--- src/rtl/operand_read_stage.sv ---
// Operand read stage: drives the register file read ports, bypasses same-cycle
// writebacks and registers both operands plus a tag into one valid/ready slot.
module operand_read_stage #(
  parameter int OPRAND_WIDTH  = 32,
  parameter int REGNAME_WIDTH = 5,
  parameter int TAG_WIDTH     = 8
) (
  input  logic                     clk,
  input  logic                     rst,
  input  logic                     issue_valid_i,
  output logic                     issue_ready_o,
  input  logic [REGNAME_WIDTH-1:0] issue_rs1_i,
  input  logic [REGNAME_WIDTH-1:0] issue_rs2_i,
  input  logic                     issue_rs1_use_i,
  input  logic                     issue_rs2_use_i,
  input  logic [TAG_WIDTH-1:0]     issue_tag_i,
  output logic [REGNAME_WIDTH-1:0] read1_addr_o,
  output logic [REGNAME_WIDTH-1:0] read2_addr_o,
  output logic                     read1_en_o,
  output logic                     read2_en_o,
  input  logic [OPRAND_WIDTH-1:0]  read1_data_i,
  input  logic [OPRAND_WIDTH-1:0]  read2_data_i,
  input  logic                     read1_ready_i,
  input  logic                     read2_ready_i,
  input  logic                     write11_en_i,
  input  logic                     write12_en_i,
  input  logic                     write21_en_i,
  input  logic                     write22_en_i,
  input  logic [REGNAME_WIDTH-1:0] write11_addr_i,
  input  logic [REGNAME_WIDTH-1:0] write12_addr_i,
  input  logic [REGNAME_WIDTH-1:0] write21_addr_i,
  input  logic [REGNAME_WIDTH-1:0] write22_addr_i,
  input  logic [OPRAND_WIDTH-1:0]  write11_data_i,
  input  logic [OPRAND_WIDTH-1:0]  write12_data_i,
  input  logic [OPRAND_WIDTH-1:0]  write21_data_i,
  input  logic [OPRAND_WIDTH-1:0]  write22_data_i,
  input  logic                     flush_i,
  output logic                     ex_valid_o,
  input  logic                     ex_ready_i,
  output logic [OPRAND_WIDTH-1:0]  ex_op1_o,
  output logic [OPRAND_WIDTH-1:0]  ex_op2_o,
  output logic [TAG_WIDTH-1:0]     ex_tag_o
);

  logic                    slot_free;
  logic                    accept;
  logic                    rs1_live;
  logic                    rs2_live;
  logic                    op1_ok;
  logic                    op2_ok;
  logic [OPRAND_WIDTH-1:0] op1_val;
  logic [OPRAND_WIDTH-1:0] op2_val;

  assign slot_free = !ex_valid_o || ex_ready_i;
  assign rs1_live  = issue_rs1_use_i && (issue_rs1_i != '0);
  assign rs2_live  = issue_rs2_use_i && (issue_rs2_i != '0);

  assign read1_addr_o = issue_rs1_i;
  assign read2_addr_o = issue_rs2_i;
  assign read1_en_o   = issue_valid_i && rs1_live && slot_free && !flush_i && !rst;
  assign read2_en_o   = issue_valid_i && rs2_live && slot_free && !flush_i && !rst;

  // The file's ready only matters when neither x0 nor a bypass supplies the value.
  always_comb begin
    op1_val = '0;
    op1_ok  = 1'b1;
    if (!rs1_live) begin
      op1_val = '0;
    end else if (write22_en_i && (write22_addr_i == issue_rs1_i)) begin
      op1_val = write22_data_i;
    end else if (write21_en_i && (write21_addr_i == issue_rs1_i)) begin
      op1_val = write21_data_i;
    end else if (write12_en_i && (write12_addr_i == issue_rs1_i)) begin
      op1_val = write12_data_i;
    end else if (write11_en_i && (write11_addr_i == issue_rs1_i)) begin
      op1_val = write11_data_i;
    end else begin
      op1_val = read1_data_i;
      op1_ok  = read1_ready_i;
    end
  end

  always_comb begin
    op2_val = '0;
    op2_ok  = 1'b1;
    if (!rs2_live) begin
      op2_val = '0;
    end else if (write22_en_i && (write22_addr_i == issue_rs2_i)) begin
      op2_val = write22_data_i;
    end else if (write21_en_i && (write21_addr_i == issue_rs2_i)) begin
      op2_val = write21_data_i;
    end else if (write12_en_i && (write12_addr_i == issue_rs2_i)) begin
      op2_val = write12_data_i;
    end else if (write11_en_i && (write11_addr_i == issue_rs2_i)) begin
      op2_val = write11_data_i;
    end else begin
      op2_val = read2_data_i;
      op2_ok  = read2_ready_i;
    end
  end

  assign issue_ready_o = slot_free && op1_ok && op2_ok && !flush_i && !rst;
  assign accept        = issue_valid_i && issue_ready_o;

  // Flush only kills the valid bit; operand and tag registers keep their contents.
  always_ff @(posedge clk or posedge rst) begin
    if (rst) begin
      ex_valid_o <= 1'b0;
      ex_op1_o   <= '0;
      ex_op2_o   <= '0;
      ex_tag_o   <= '0;
    end else begin
      if (flush_i) begin
        ex_valid_o <= 1'b0;
      end else if (accept) begin
        ex_valid_o <= 1'b1;
        ex_op1_o   <= op1_val;
        ex_op2_o   <= op2_val;
        ex_tag_o   <= issue_tag_i;
      end else if (ex_ready_i) begin
        ex_valid_o <= 1'b0;
      end
    end
  end

endmodule

--- config.mk ---
export PLATFORM = sky130hd
export DESIGN_NAME = operand_read_stage
export DESIGN_NICKNAME = d
export VERILOG_FILES = /design/src/rtl/operand_read_stage.sv
export SDC_FILE = /design/constraint.sdc
export NUM_CORES = 1
export LEC_CHECK = 0
export ABC_AREA = 1
export CAP_MARGIN = 10
export CORE_MARGIN = 8
export CORE_UTILIZATION = 38
export DETAILED_ROUTE_END_ITERATION = 8
export PLACE_DENSITY = 0.71
export SETUP_SLACK_MARGIN = 0.05
export SLEW_MARGIN = 40
export SYNTH_ARGS = -nofsm -noshare
export SYNTH_HDL_FRONTEND = slang
export SYNTH_SLANG_ARGS = --single-unit
--- constraint.sdc ---
create_clock -name clk -period 3.05 [get_ports clk]
set_input_delay 0.915 -clock clk [delete_from_list [all_inputs] [get_ports clk]]
set_output_delay 0.915 -clock clk [all_outputs]
set_load 0.01 [all_outputs]
# Yosys cells after proc, flatten, opt, wreduce, memory -nomap -nowiden
# Cells that the tools add are included.
[totals]
output_inout_bits = 86
inputBits = 243
regBits = 73
[classes]
reduce_logical = 31
eq_ne = 8
n_bitwise = 1
mux = 23
[ops]
columns = ["op", "n"]
rows = [
  ["32-bit 2-to-1 mux", 10],
  ["5-bit equality test", 8],
  ["1-bit logical AND", 23],
  ["1-bit 2-to-1 mux", 13],
  ["5-bit nonzero test", 2],
  ["1-bit zero test", 3],
  ["3-bit nonzero test", 1],
  ["2-bit AND reduction", 1],
  ["1-bit logical OR", 1],
  ["1-bit inverter", 1],
]

# Depth between registers and ports, before layout
[depth]
ltp_word = 14
ltp_mapped = 14
depth_no_buf = 12

# Worst setup path after synthesis
# OpenSTA, ideal clock, no wires.
[synth_timing]
path_kind = "input to output"
startpoint = "input port issue_rs2_i[4]"
endpoint = "output port issue_ready_o"
stages = 10
arrival_time_ps = 1972
required_time_ps = 2135
setup_slack_ps = 163
path_buffers = 1
cell_sequence = "buf_2 > inv_1 > nand2_1 > nand2_1 > nor2_1 > nand3_1 > nand3_1 > nor2_1 > nor2_2 > and2_1"
[synth_via]
elab_chain_len = 10
[synth_lines]
columns = ["element", "line_no", "text"]
rows = [
  ["start, declared", "13", "input logic [REGNAME_WIDTH-1:0] issue_rs2_i,"],
  ["5-bit equality test", "94", "end else if (write11_en_i && (write11_addr_i == issue_rs2_i)) begin"],
  ["1-bit logical AND", "94", ""],
  ["1-bit 2-to-1 mux", "94", ""],
  ["1-bit 2-to-1 mux", "92", "end else if (write12_en_i && (write12_addr_i == issue_rs2_i)) begin"],
  ["1-bit 2-to-1 mux", "90", "end else if (write21_en_i && (write21_addr_i == issue_rs2_i)) begin"],
  ["1-bit 2-to-1 mux", "88", "end else if (write22_en_i && (write22_addr_i == issue_rs2_i)) begin"],
  ["1-bit 2-to-1 mux (*)", "86", "if (!rs2_live) begin"],
  ["1-bit logical AND (*) (3 in a row)", "102", "assign issue_ready_o = slot_free && op1_ok && op2_ok && !flush_i && !rst;"],
  ["end, declared", "11", "output logic issue_ready_o,"],
]
# Every way passes the cells marked *; elsewhere a longest branch is shown, timed or not.

# Worst setup path after layout
[layout_timing]
startpoint = "input port issue_rs2_i[0]"
endpoint = "output port issue_ready_o"
# The elaborated chain is that of the path after synthesis.

==> results.md <==
* Met1 Wirelength at ~15 mm
* Post-Route WL at 39.0 mm
* GRT Overall Usage at roughly a third
* WL met3 at approximately 3.8 mm
* Post-Synth XOR/XNOR Area at less than 1%
* Tcrit/Tclk final at 97.9%
* Initial antenna violation count at 4
* Die Ht at 155 um
* Fmax at about 0.34 GHz
* Worst EP arrival at around 2.1 ns
* Crit path launch type: primary input
* Clock slew at reported path FFs at 0.06 ns
* DR pass1 iterations at 5
* Fin Setup TNS at 0 ns
* IR Drop Worst-Case VDD at ~0.28 mV
* Max Slew Vio Count at 0
* Cts hold-fix bufs at 0
* CTS tree: built
* Routed vias/inst at roughly 5.2
* Sink Count at between 70 and 80
* # placed instances at between 1500 and 2000
* Top layer in use: met4
* Comb power frac at 43.4%
* Mapped Area at around 7400 sq um
* Maxcap violations at 0
* Compound-cell area share of the yosys netlist at roughly 6.5%
* Nets at roughly 1900
* Sequential Power Share at 29.9%
* Final setup fails at 0
* WHS at about 0.48 ns
* Largest net degree at the start of global routing at 65
* Wire length per cell at approximately 20 um
* Met2 routed WL at around 18 mm
* Netlist cell types at 24
* RePlAce Congestion at a little under 1
* Share of post-route cells with drive strength above 1 at 15.5%
* Most common cell after layout, fill and taps aside: nand2_1
* Root buffer cell: clkbuf_16
* CTS Buf Count at 9
* Ys Warns at 0
* RSZ-0062 raised after global routing: yes
* Die area at roughly 24000 sq um
* Avg Inst Size Synth at between 5 and 6 sq um
* DR iter-0 viols at between 700 and 800
* Post-synthesis mux area share at 0%
* Max Root-Sink Buffers at 2
* P_leak at 6.23 nW
* Critical Path End Type: output port
* Reg2reg path depth at 17
* WS Path Type: primary input to output port
* Synthesized Nets at 1586
* Synth Instances at about 1300
* CP max FO at 8
* Sequential area share after synthesis at between 20% and 30%
* Final Core Density at a little over 60%
* Hold path depth at 2
* Min-delay worst type: flop to flop
* Slew @ Worst Pin at between 0.7 and 0.8 ns
* Most frequent cells in the layout: 420 x nand2_1, 289 x clkdlybuf4s50_1, 192 x nand3_1
* H-tree depth at 3
* Status: completed
* Sw frac at 35.7%
* Worst-skew pair later-pin latency at between 0.3 and 0.4 ns
* Synthesized-area fraction occupied by adder cells at 0%
* DRC violation count after routing at 0
* Hold Vio Cnt, Final at 0
* First-pass GRT wire length at 58.9 mm
* Clock Skew at about 0.011 ns
* Core outline area at approximately 19000 sq um
* Area growth syn-to-layout at 62.5%
* Routed vias at between 10000 and 15000
* Synth Area in Simple Gates at between 50% and 60%
* Slew margin rel. at between 40 and 50%
* IO Count at roughly 330
* P_int at 0.00274 W
* Yosys reg bits at 73
* Final cell count without fillers at 1951
* Port Buf Inserts at 328
* Largest family of logic cells by synthesized area: simple AND/OR/NAND/NOR gates
* Final min period at ~3.0 ns
* DP HPWL at between 20 and 30 mm
* Overflow after GRT at 0
* Die Span X at between 150 and 200 um
* Pwr dens at roughly 360 nW/um^2
* Initial core utilization at a little under two fifths
* Data required, critical path at around 2.1 ns
* Post-DRT Antenna Nets at 0
* Clock Power Share at between 20% and 30%
* Number of global-route vias before repair at approximately 10000
* # rows at 51
* NetSw at ~0.0015 W
## synthesized netlist by cell type (all sizes together)
library cell | count | area, sq um
or2 | 31 | 194
inv | 202 | 758
clkbuf | 71 | 267
nand3b | 1 | 7.51
o22ai | 1 | 6.26
o21ai | 57 | 285
and2 | 1 | 6.26
nand2 | 435 | 1630
dfrtp | 73 | 1830
nand3 | 203 | 1040
nor2 | 133 | 509
nand4 | 63 | 394
xor2 | 7 | 61.3
buf | 27 | 178
a21oi | 37 | 185
xnor2 | 1 | 8.76
## state kept, by name (all words and copies together), names as in the netlist
| signal | count |
|---|---|
| ex_op2_o | 32 |
| ex_valid_o | 1 |
| ex_tag_o | 8 |
| ex_op1_o | 32 |
## worst paths after layout
path	start	slack, ns	end
max	issue_rs2_i[0]	0.07	issue_ready_o
min	ex_op2_o[24]$_DFFE_PP0P_	0.48	ex_op2_o[24]$_DFFE_PP0P_
max in group asynchronous	rst	1.48	ex_op2_o[11]$_DFFE_PP0P_
max reg2reg	ex_valid_o$_DFFE_PP0P_	0.83	ex_op2_o[2]$_DFFE_PP0P_
min reg2reg	ex_op2_o[24]$_DFFE_PP0P_	0.48	ex_op2_o[24]$_DFFE_PP0P_
min in group asynchronous	rst	0.93	ex_tag_o[3]$_DFFE_PP0P_
## power groups by stage
stage          Combinational, W  Clock [W]  Sequential, W
6_report                0.00185    0.00114        0.00127
5_1_grt                 0.00199    0.00119        0.00130
4_1_cts                 0.00181    0.00115        0.00127
3_5_place_dp            0.00178          0        0.00129
3_3_place_gp            0.00178          0        0.00128
2_1_floorplan          0.000599          0        0.00137
## metal layers
layer | global-route usage, % | up-vias
li1 | - | 4853
met1 | 35.1 | 4594
met2 | 52.9 | 551
met3 | 8.71 | 127
met4 | 20.7 | 0
met5 | 0 | -
## area by class of cell
cell class                      count  area, sq um
Antenna cell                        4         10.0
Clock buffer                        9          225
Sequential cell                    73         1830
Multi-Input combinational cell    970         4640
Timing Repair Buffer              421         4080
Fill cell                        1933         7310
Inverter                          202          769
Tap cell                          265          332
Clock inverter                      7         82.6
## critical path, cell delays in order
cell and delay (ns):
buf_6 0.07, buf_8 0.13, inv_4 0.05, buf_4 0.13, nand3_2 0.06, nand2_1 0.07
nor2_2 0.10, nand3_2 0.11, nor2_4 0.12, nor2_4 0.04, and2_4 0.15, buf_6 0.12
## stage by stage
step / setup slack, ns / area [sq um] / power, W
5_1_grt: 0.0296 / 12000 / 0.00448
3_5_place_dp: -0.985 / 11300 / 0.00307
4_1_cts: 0.0526 / 11800 / 0.00424
6_report: 0.0651 / 12000 / 0.00426
3_3_place_gp: -0.968 / 11300 / 0.00306
2_1_floorplan: 0.163 / 7360 / 0.00197
## timing repair
action                     in CTS  in global routing
buffers inserted               17                  3
setup endpoints to repair      12                 67
pin swaps                      26                 33
gates resized for setup       155                 71
## cell families (layout without fill, tap and decap cells)
family                 Yosys count  count (layout)
XOR/XNOR                         8               8
AND/OR/NAND/NOR                867             867
AO/OA/AOI/OAI                   95              95
flip-flops                      73              73
other                            0               4
buffers and inverters          300             639
No activity file was read; power rests on OpenSTA's default activity.
